--- config.mk ---
export PLATFORM = sky130hd
export DESIGN_NAME = ipml_prefetch_rd_stage_v2
export DESIGN_NICKNAME = d
export VERILOG_FILES = /design/src/rtl/ipml_prefetch_rd_stage_v2.sv
export SDC_FILE = /design/constraint.sdc
export NUM_CORES = 1
export LEC_CHECK = 0
export ABC_CLOCK_PERIOD_IN_PS = 7100
export BUFFER_PORTS_ARGS = -buffer_cell sky130_fd_sc_hd__clkbuf_2
export CAP_MARGIN = 20
export CORE_MARGIN = 5
export CORE_UTILIZATION = 35
export CTS_CLUSTER_SIZE = 14
export DETAILED_ROUTE_END_ITERATION = 16
export PLACE_DENSITY = 0.67
export SLEW_MARGIN = 15
export SYNTH_ARGS = -nofsm -noshare
export SYNTH_HDL_FRONTEND = slang
export SYNTH_SLANG_ARGS = --single-unit
--- constraint.sdc ---
create_clock -name rd_clk -period 7.1 [get_ports rd_clk]
set_input_delay 1.775 -clock rd_clk [delete_from_list [all_inputs] [get_ports rd_clk]]
set_output_delay 1.775 -clock rd_clk [all_outputs]
set_load 0.1 [all_outputs]
--- src/rtl/ipml_prefetch_rd_stage_v2.sv ---
// First-word-fall-through read stage between an SDPRAM FIFO core and a
// valid/ready consumer. RAM reads are issued against a credit that counts
// both buffered words and reads still travelling through the RAM pipeline,
// so a returning word always has a free slot and the RAM is never stalled.
`timescale 1ns/1ps
module ipml_prefetch_rd_stage_v2 #(
  parameter  int c_DATA_WIDTH     = 32,
  parameter  int c_RAM_RD_LATENCY = 1,
  parameter  int c_PREFETCH_DEPTH = 2,
  parameter  int c_AEMPTY_THRESH  = 1,
  localparam int c_LVL_WIDTH      = $clog2(c_PREFETCH_DEPTH + 1)
) (
  input  logic                    rd_clk,
  input  logic                    rd_rst,
  input  logic                    flush,
  input  logic                    ram_empty,
  output logic                    ram_rd_en,
  input  logic [c_DATA_WIDTH-1:0] ram_rd_data,
  output logic [c_DATA_WIDTH-1:0] rd_data,
  output logic                    rd_vld,
  input  logic                    rd_en,
  output logic [c_LVL_WIDTH-1:0]  pf_level,
  output logic                    rd_aempty
);

  localparam int L  = c_RAM_RD_LATENCY;
  localparam int D  = c_PREFETCH_DEPTH;
  localparam int PW = (D > 1) ? $clog2(D) : 1;
  // Wide enough to hold buffered + in-flight words (at most D + L).
  localparam int CW = $clog2(D + L + 1);

  logic [c_DATA_WIDTH-1:0] buf_q [D];
  logic [PW-1:0]           wr_ptr_q, rd_ptr_q;
  logic [c_LVL_WIDTH-1:0]  count_q, count_d;
  logic [L-1:0]            infl_q, infl_d;
  logic                    aempty_q;
  logic [CW-1:0]           infl_cnt;
  logic                    pop, arrive, credit_ok;

  // Pointers wrap at D explicitly so non-power-of-2 depths work.
  function automatic logic [PW-1:0] ptr_inc(input logic [PW-1:0] p);
    return (p == PW'(D - 1)) ? '0 : p + PW'(1);
  endfunction

  assign rd_vld    = (count_q != '0);
  assign rd_data   = buf_q[rd_ptr_q];
  assign pf_level  = count_q;
  assign rd_aempty = aempty_q;
  assign pop       = rd_vld & rd_en;
  // Oldest stage of the tracker: its word is on ram_rd_data this cycle.
  assign arrive    = infl_q[L-1];

  // Shift a new issue into the in-flight tracker.
  generate
    if (L == 1) begin : g_lat1
      assign infl_d = ram_rd_en;
    end else begin : g_latn
      assign infl_d = {infl_q[L-2:0], ram_rd_en};
    end
  endgenerate

  // Count in-flight reads, including the one landing this cycle.
  always_comb begin
    infl_cnt = '0;
    for (int k = 0; k < L; k++) infl_cnt = infl_cnt + CW'(infl_q[k]);
  end

  // Issue while buffered + in-flight stays below depth; a pop this cycle
  // frees its slot immediately. pop implies count_q >= 1, so no underflow.
  assign credit_ok = (CW'(count_q) + infl_cnt - CW'(pop)) < CW'(D);
  assign ram_rd_en = ~ram_empty & ~flush & ~rd_rst & credit_ok;

  // Next fill level; flush wins over simultaneous pop/arrival.
  always_comb begin
    count_d = count_q;
    case ({arrive, pop})
      2'b10:   count_d = count_q + c_LVL_WIDTH'(1);
      2'b01:   count_d = count_q - c_LVL_WIDTH'(1);
      default: count_d = count_q;
    endcase
    if (flush) count_d = '0;
  end

  // Pointer, level, tracker and almost-empty state.
  always_ff @(posedge rd_clk or posedge rd_rst) begin
    if (rd_rst) begin
      wr_ptr_q <= '0;
      rd_ptr_q <= '0;
      count_q  <= '0;
      infl_q   <= '0;
      aempty_q <= 1'b1;
    end else begin
      count_q  <= count_d;
      aempty_q <= (int'(count_d) <= c_AEMPTY_THRESH);
      if (flush) begin
        wr_ptr_q <= '0;
        rd_ptr_q <= '0;
        infl_q   <= '0;
      end else begin
        infl_q <= infl_d;
        if (arrive) wr_ptr_q <= ptr_inc(wr_ptr_q);
        if (pop)    rd_ptr_q <= ptr_inc(rd_ptr_q);
      end
    end
  end

  // Capture returning RAM data; words landing in a flush cycle are dropped.
  always_ff @(posedge rd_clk or posedge rd_rst) begin
    if (rd_rst) begin
      for (int k = 0; k < D; k++) buf_q[k] <= '0;
    end else if (arrive && !flush) begin
      buf_q[wr_ptr_q] <= ram_rd_data;
    end
  end

endmodule

Word level (Yosys, flattened, before mapping)
Cells that the tools add are included.
{ "word_totals": {"regBits": 70} }
{ "op_classes": {"magnitude_cmp": 5, "n_bitwise": 9, "n_eq_ne": 2, "add_sub_neg": 6, "n_reduce_logical": 6, "mux": 15} }
{ "ops": {"columns": ["operator", "count"], "rows": [
  ["$mux 32", 4],
  ["$bwmux 64", 1],
  ["$demux 32 s1", 1],
  ["$mux 1", 7],
  ["$reduce_bool 2->1", 3],
  ["$and 1x1->1", 4],
  ["$ge 2x2->1 const B", 2],
  ["$not 1->2", 2],
  ["$pmux 2 s2", 1],
  ["$not 1->1", 3],
  ["$add 1x1->1 const B", 2],
  ["$add 2x1->2", 1],
  ["$add 2x1->2 const B", 1],
  ["$eq 2x1->1 const B", 1],
  ["$eq 2x2->1 const B", 1],
  ["$le 2x1->1 const B", 1],
  ["$logic_and 1x1->1", 2],
  ["$lt 2x1->1 const B", 1],
  ["$lt 2x2->1 const B", 1],
  ["$mux 2", 1],
  ["$sub 2x1->2", 1],
  ["$sub 2x1->2 const B", 1],
  ["$logic_not 1->1", 1]
]} }

Longest topological paths before layout
{ "depth": {"word_depth": 6, "mapped_depth": 5, "depth_no_buf": 5} }

Worst setup path before layout
OpenSTA, ideal clock, no wires.
{ "synth_path": {"kind": "input to output", "start": "input port rd_en", "end": "output port ram_rd_en", "stages": 5, "slack_ns": 1.340, "arrival_time_ns": 3.985, "path_cell_list": "o21ai_0 > xnor2_1 > ha_1 > nand2b_1 > mux2i_1"} }
{ "synth_via": {"elab_chain_cells": 4} }
{ "synth_rtl": {"columns": ["element", "line", "text"], "rows": [
  ["from (decl)", "21", "input logic rd_en,"],
  ["$and 1x1->1", "49", "assign pop = rd_vld & rd_en;"],
  ["$sub 2x1->2", "70", "assign credit_ok = (CW'(count_q) + infl_cnt - CW'(pop)) < CW'(D);"],
  ["$lt 2x2->1", "70", null],
  ["$and 1x1->1", "71", "assign ram_rd_en = ~ram_empty & ~flush & ~rd_rst & credit_ok;"],
  ["to (decl)", "17", "output logic ram_rd_en,"]
]} }
No other way between the ends.

Worst setup path in the final report
Ends and elaborated chain as after synthesis.

==> results.txt <==
The finished cells cover 3762 um^2. The relative slew slack came out at 0.4180. The measured slew at the worst slew-check pin is about 0.87 ns. The post-place instance area came out at 3595 um^2. CTS placed an instance of sky130_fd_sc_hd__clkbuf_8 at the clock tree root.

The deepest clock path buffer count is 2. The layout-stage area growth over the synthesis result is 19.14%. Setup repair after global routing left no endpoint under its margin.

The share of the synthesized area in the top cell type came out at 0.5468. STA classifies the critical path startpoint as an input pin. TritonCTS built the clock tree. On the critical path the largest part of the delay comes from buffers and inverters. The hold buffer count at CTS came out at 0.

The clock-pin slew on the worst setup and hold paths came out at 0.07 ns. The vias after detailed routing is between 1.5k and 2k. The share of the Yosys chip area taken by registers is 0.5551. The run finished with clean final reports. The number of antenna violations at the first check in global routing is 0. The slowest stage of the critical path is the sky130_fd_sc_hd__clkbuf_2 cell. The minimum clock period after layout is 4.963 ns. sky130_fd_sc_hd__mux2_2 is the most common cell in the netlist. The later-pin clock latency in the skew report is 0.33 ns.

The worst hold slack after final layout is 0.5025 ns. Each instance of the synthesized netlist takes up on average 15.63 um^2. The count of antenna-violating nets left after detailed routing is 0. The most numerous cell type found on the critical path is sky130_fd_sc_hd__clkbuf_2. The number of global-route vias before repair came to around 2.1k. The number of buffer and inverter instances along the worst setup path is 2. The H-tree was split into 3 levels. The worst min-delay path category is reg -> reg. During synthesis, Yosys emitted a total of 0 warnings. The overall overflow remaining after global route is 0. The proportion of register bits with asynchronous set or reset after synthesis came out at 1.000. The die extent in y is 105.0 um. For the worst setup path, the data arrival time is 3.19 ns. Dividing the detail-routed wire length by the instance count gives 15.00 um. The power per cell area is 407.2 nW/um^2. The number of DRC markers after the initial detailed-route iteration is 43.

Of the available clock period, the critical path in the final layout requires 0.6990. The required time at the worst-slack endpoint came out at 5.33 ns. The weighted congestion reported at the end of routability-driven placement is 0.6601. The number of violations of the max-capacitance limit is 0. After legalization and detailed placement, the total HPWL measured 3.898 mm. The number of filler instances in the final layout came out at ~840. The leakage power total came out at ~0.0019 uW. After synthesis, the cell types taking the most area are sky130_fd_sc_hd__dfrtp_1, sky130_fd_sc_hd__mux2_2, sky130_fd_sc_hd__mux2_4, sky130_fd_sc_hd__buf_6, sky130_fd_sc_hd__dfstp_2. The final antenna diode count came out at 0. The die area is 11,020 um^2. Entering global routing, the biggest net connects 71 pins.

The cell taking the most area after synthesis is sky130_fd_sc_hd__dfrtp_1. The number of instances resized during post-cts repair came out at 0. The count of final hold-check violations came out at 0. The core area is 8763 um^2. The share of layout cells above drive strength 1 is 0.6749. For this run, the total global-route usage over all layers was measured as 0.1125.

The fmax came out at 0.2015 GHz. Buffers placed on the I/O ports in this run total 73. The total number of placement rows is 34.

The worst clock skew came out at 0.01048 ns. On the worst path, the slowest cell contributes a delay of 0.47 ns. The distinct cell type count after synthesis came out at 27.

CTS saw 70 sinks. The via density per instance is 4.813. The total nets after synthesis came out at 240. The count of flip-flops with a built-in enable after synthesis is 0. Walking the worst path, the cells encountered are clkbuf_2, o21ai_0, xnor2_1, ha_1, nand2b_1, mux2i_1, clkbuf_2. The biggest fanout along the worst timing path came out at 5. From left edge to right edge, the die measures 105.0 um. The final layout contains around 320 nets. The most instantiated flip-flop cell in the synthesis netlist is sky130_fd_sc_hd__dfrtp_1. The synthesized flop and latch total came out at 70. The number of failing setup endpoints in the final timing report came out at 0.

The summed negative setup slack over all endpoints came out at 0 ns. The critical path in this run is classified as in -> out. The total CTS buffers is 9.

STA classifies the critical path endpoint as an output port. Summing every instance area after synthesis gives 3158 um^2. The initial utilization of the core area, before any placement, comes to 0.3604. The detailed-router iteration count before antenna repair is 3. In the routed design, unresolved DRC markers number 0. The number of slew-limit violations in the final report is 0. The number of post-CTS setup repair buffers came out at 0. The first global-routing pass estimated 10.02 mm of wire. The total length of routed wires came out at 5.866 mm.

The count of pins on the block boundary came out at 74. The synthesized instance count came out at 202. The maximum VDD drop is 0.1859 mV. Sorting the synthesized cells by how often they occur yields sky130_fd_sc_hd__mux2_2, sky130_fd_sc_hd__dfrtp_1, sky130_fd_sc_hd__mux2_4, sky130_fd_sc_hd__buf_6.
## worst reg2reg max path: cells and delay by family, from the launching register on
family | cells | cell delay, ns
mux | 1 | 0.41
flops | 1 | 0.54
buf+inv | 1 | 0.46
simple gates | 1 | 0.24
## cell type report
type                            instances  area, um^2  area share
Sequential cell                        70        1753      0.4659
Clock inverter                          4       22.52    0.005986
Multi-Input combinational cell        119        1311      0.3485
Clock buffer                           12       145.1     0.03858
Timing Repair Buffer                   76       387.9      0.1031
Tap cell                              108       135.1     0.03592
Inverter                                2       7.507    0.001995
## state kept, by name, indices dropped and copies added, names as in the netlist
signal / count
pf_level: 2
rd_ptr_q: 1
arrive: 1
rd_aempty: 1
wr_ptr_q: 1
buf_q: 64
## kinds of logic after synthesis
logic type,Yosys count,synth area share
XOR/XNOR,3,0.008322
adder cells (fa/ha/maj),1,0.003961
AO/OA/AOI/OAI,5,0.009905
flip-flops,70,0.5551
AND/OR/NAND/NOR,12,0.03249
multiplexers,98,0.3605
buffers and inverters,13,0.02971
## metal layers
metal / share of wire / routed length (um) / global-route usage
met2: 0.51 / 2969 / 0.1844
met5: 0 / 0 / 0
met4: 0.0027 / 16 / 0.03014
met3: 0.061 / 358 / 0.05055
met1: 0.43 / 2522 / 0.1345
## through the flow
stage                 util  worst slack, ns  instances  power [uW]
finish              0.4293            2.137        391        1532
global route        0.4293            2.031        391        1609
CTS                 0.4293            2.119        391        1556
detailed placement  0.4102            2.131        375        1271
global placement    0.4102            2.160        375        1260
floorplan                -            1.340        202        1173
## worst paths after layout
path / start / endpoint / slack (ns) / depth (start not counted)
worst max-delay path: rd_en / ram_rd_en / 2.14 / 7
worst min-delay path: buf_q[10] / buf_q[10] / 0.50 / 1
worst max register to register: arrive / buf_q[47] / 5.34 / 3
worst min register to register: buf_q[10] / buf_q[10] / 0.50 / 1
max in group asynchronous: rd_rst / buf_q[13] / 4.83 / 3
min in group asynchronous: rd_rst / buf_q[39] / 1.70 / 3
## layout by cell type (no fill, tap or decap), drive strengths merged, types with 2 or more instances in the layout
master,instances
clkinv,3
nand2b,2
mux2i,2
buf,3
clkbuf,85
inv,2
mux2,96
dfrtp,69
nor2,2
o21ai,2
a21oi,2
xnor2,2
## where the power goes
part	switching, uW	internal [uW]
logic	555	171
registers	46.0	484
clock network	141	135
No activity file was read; power rests on OpenSTA's default activity.
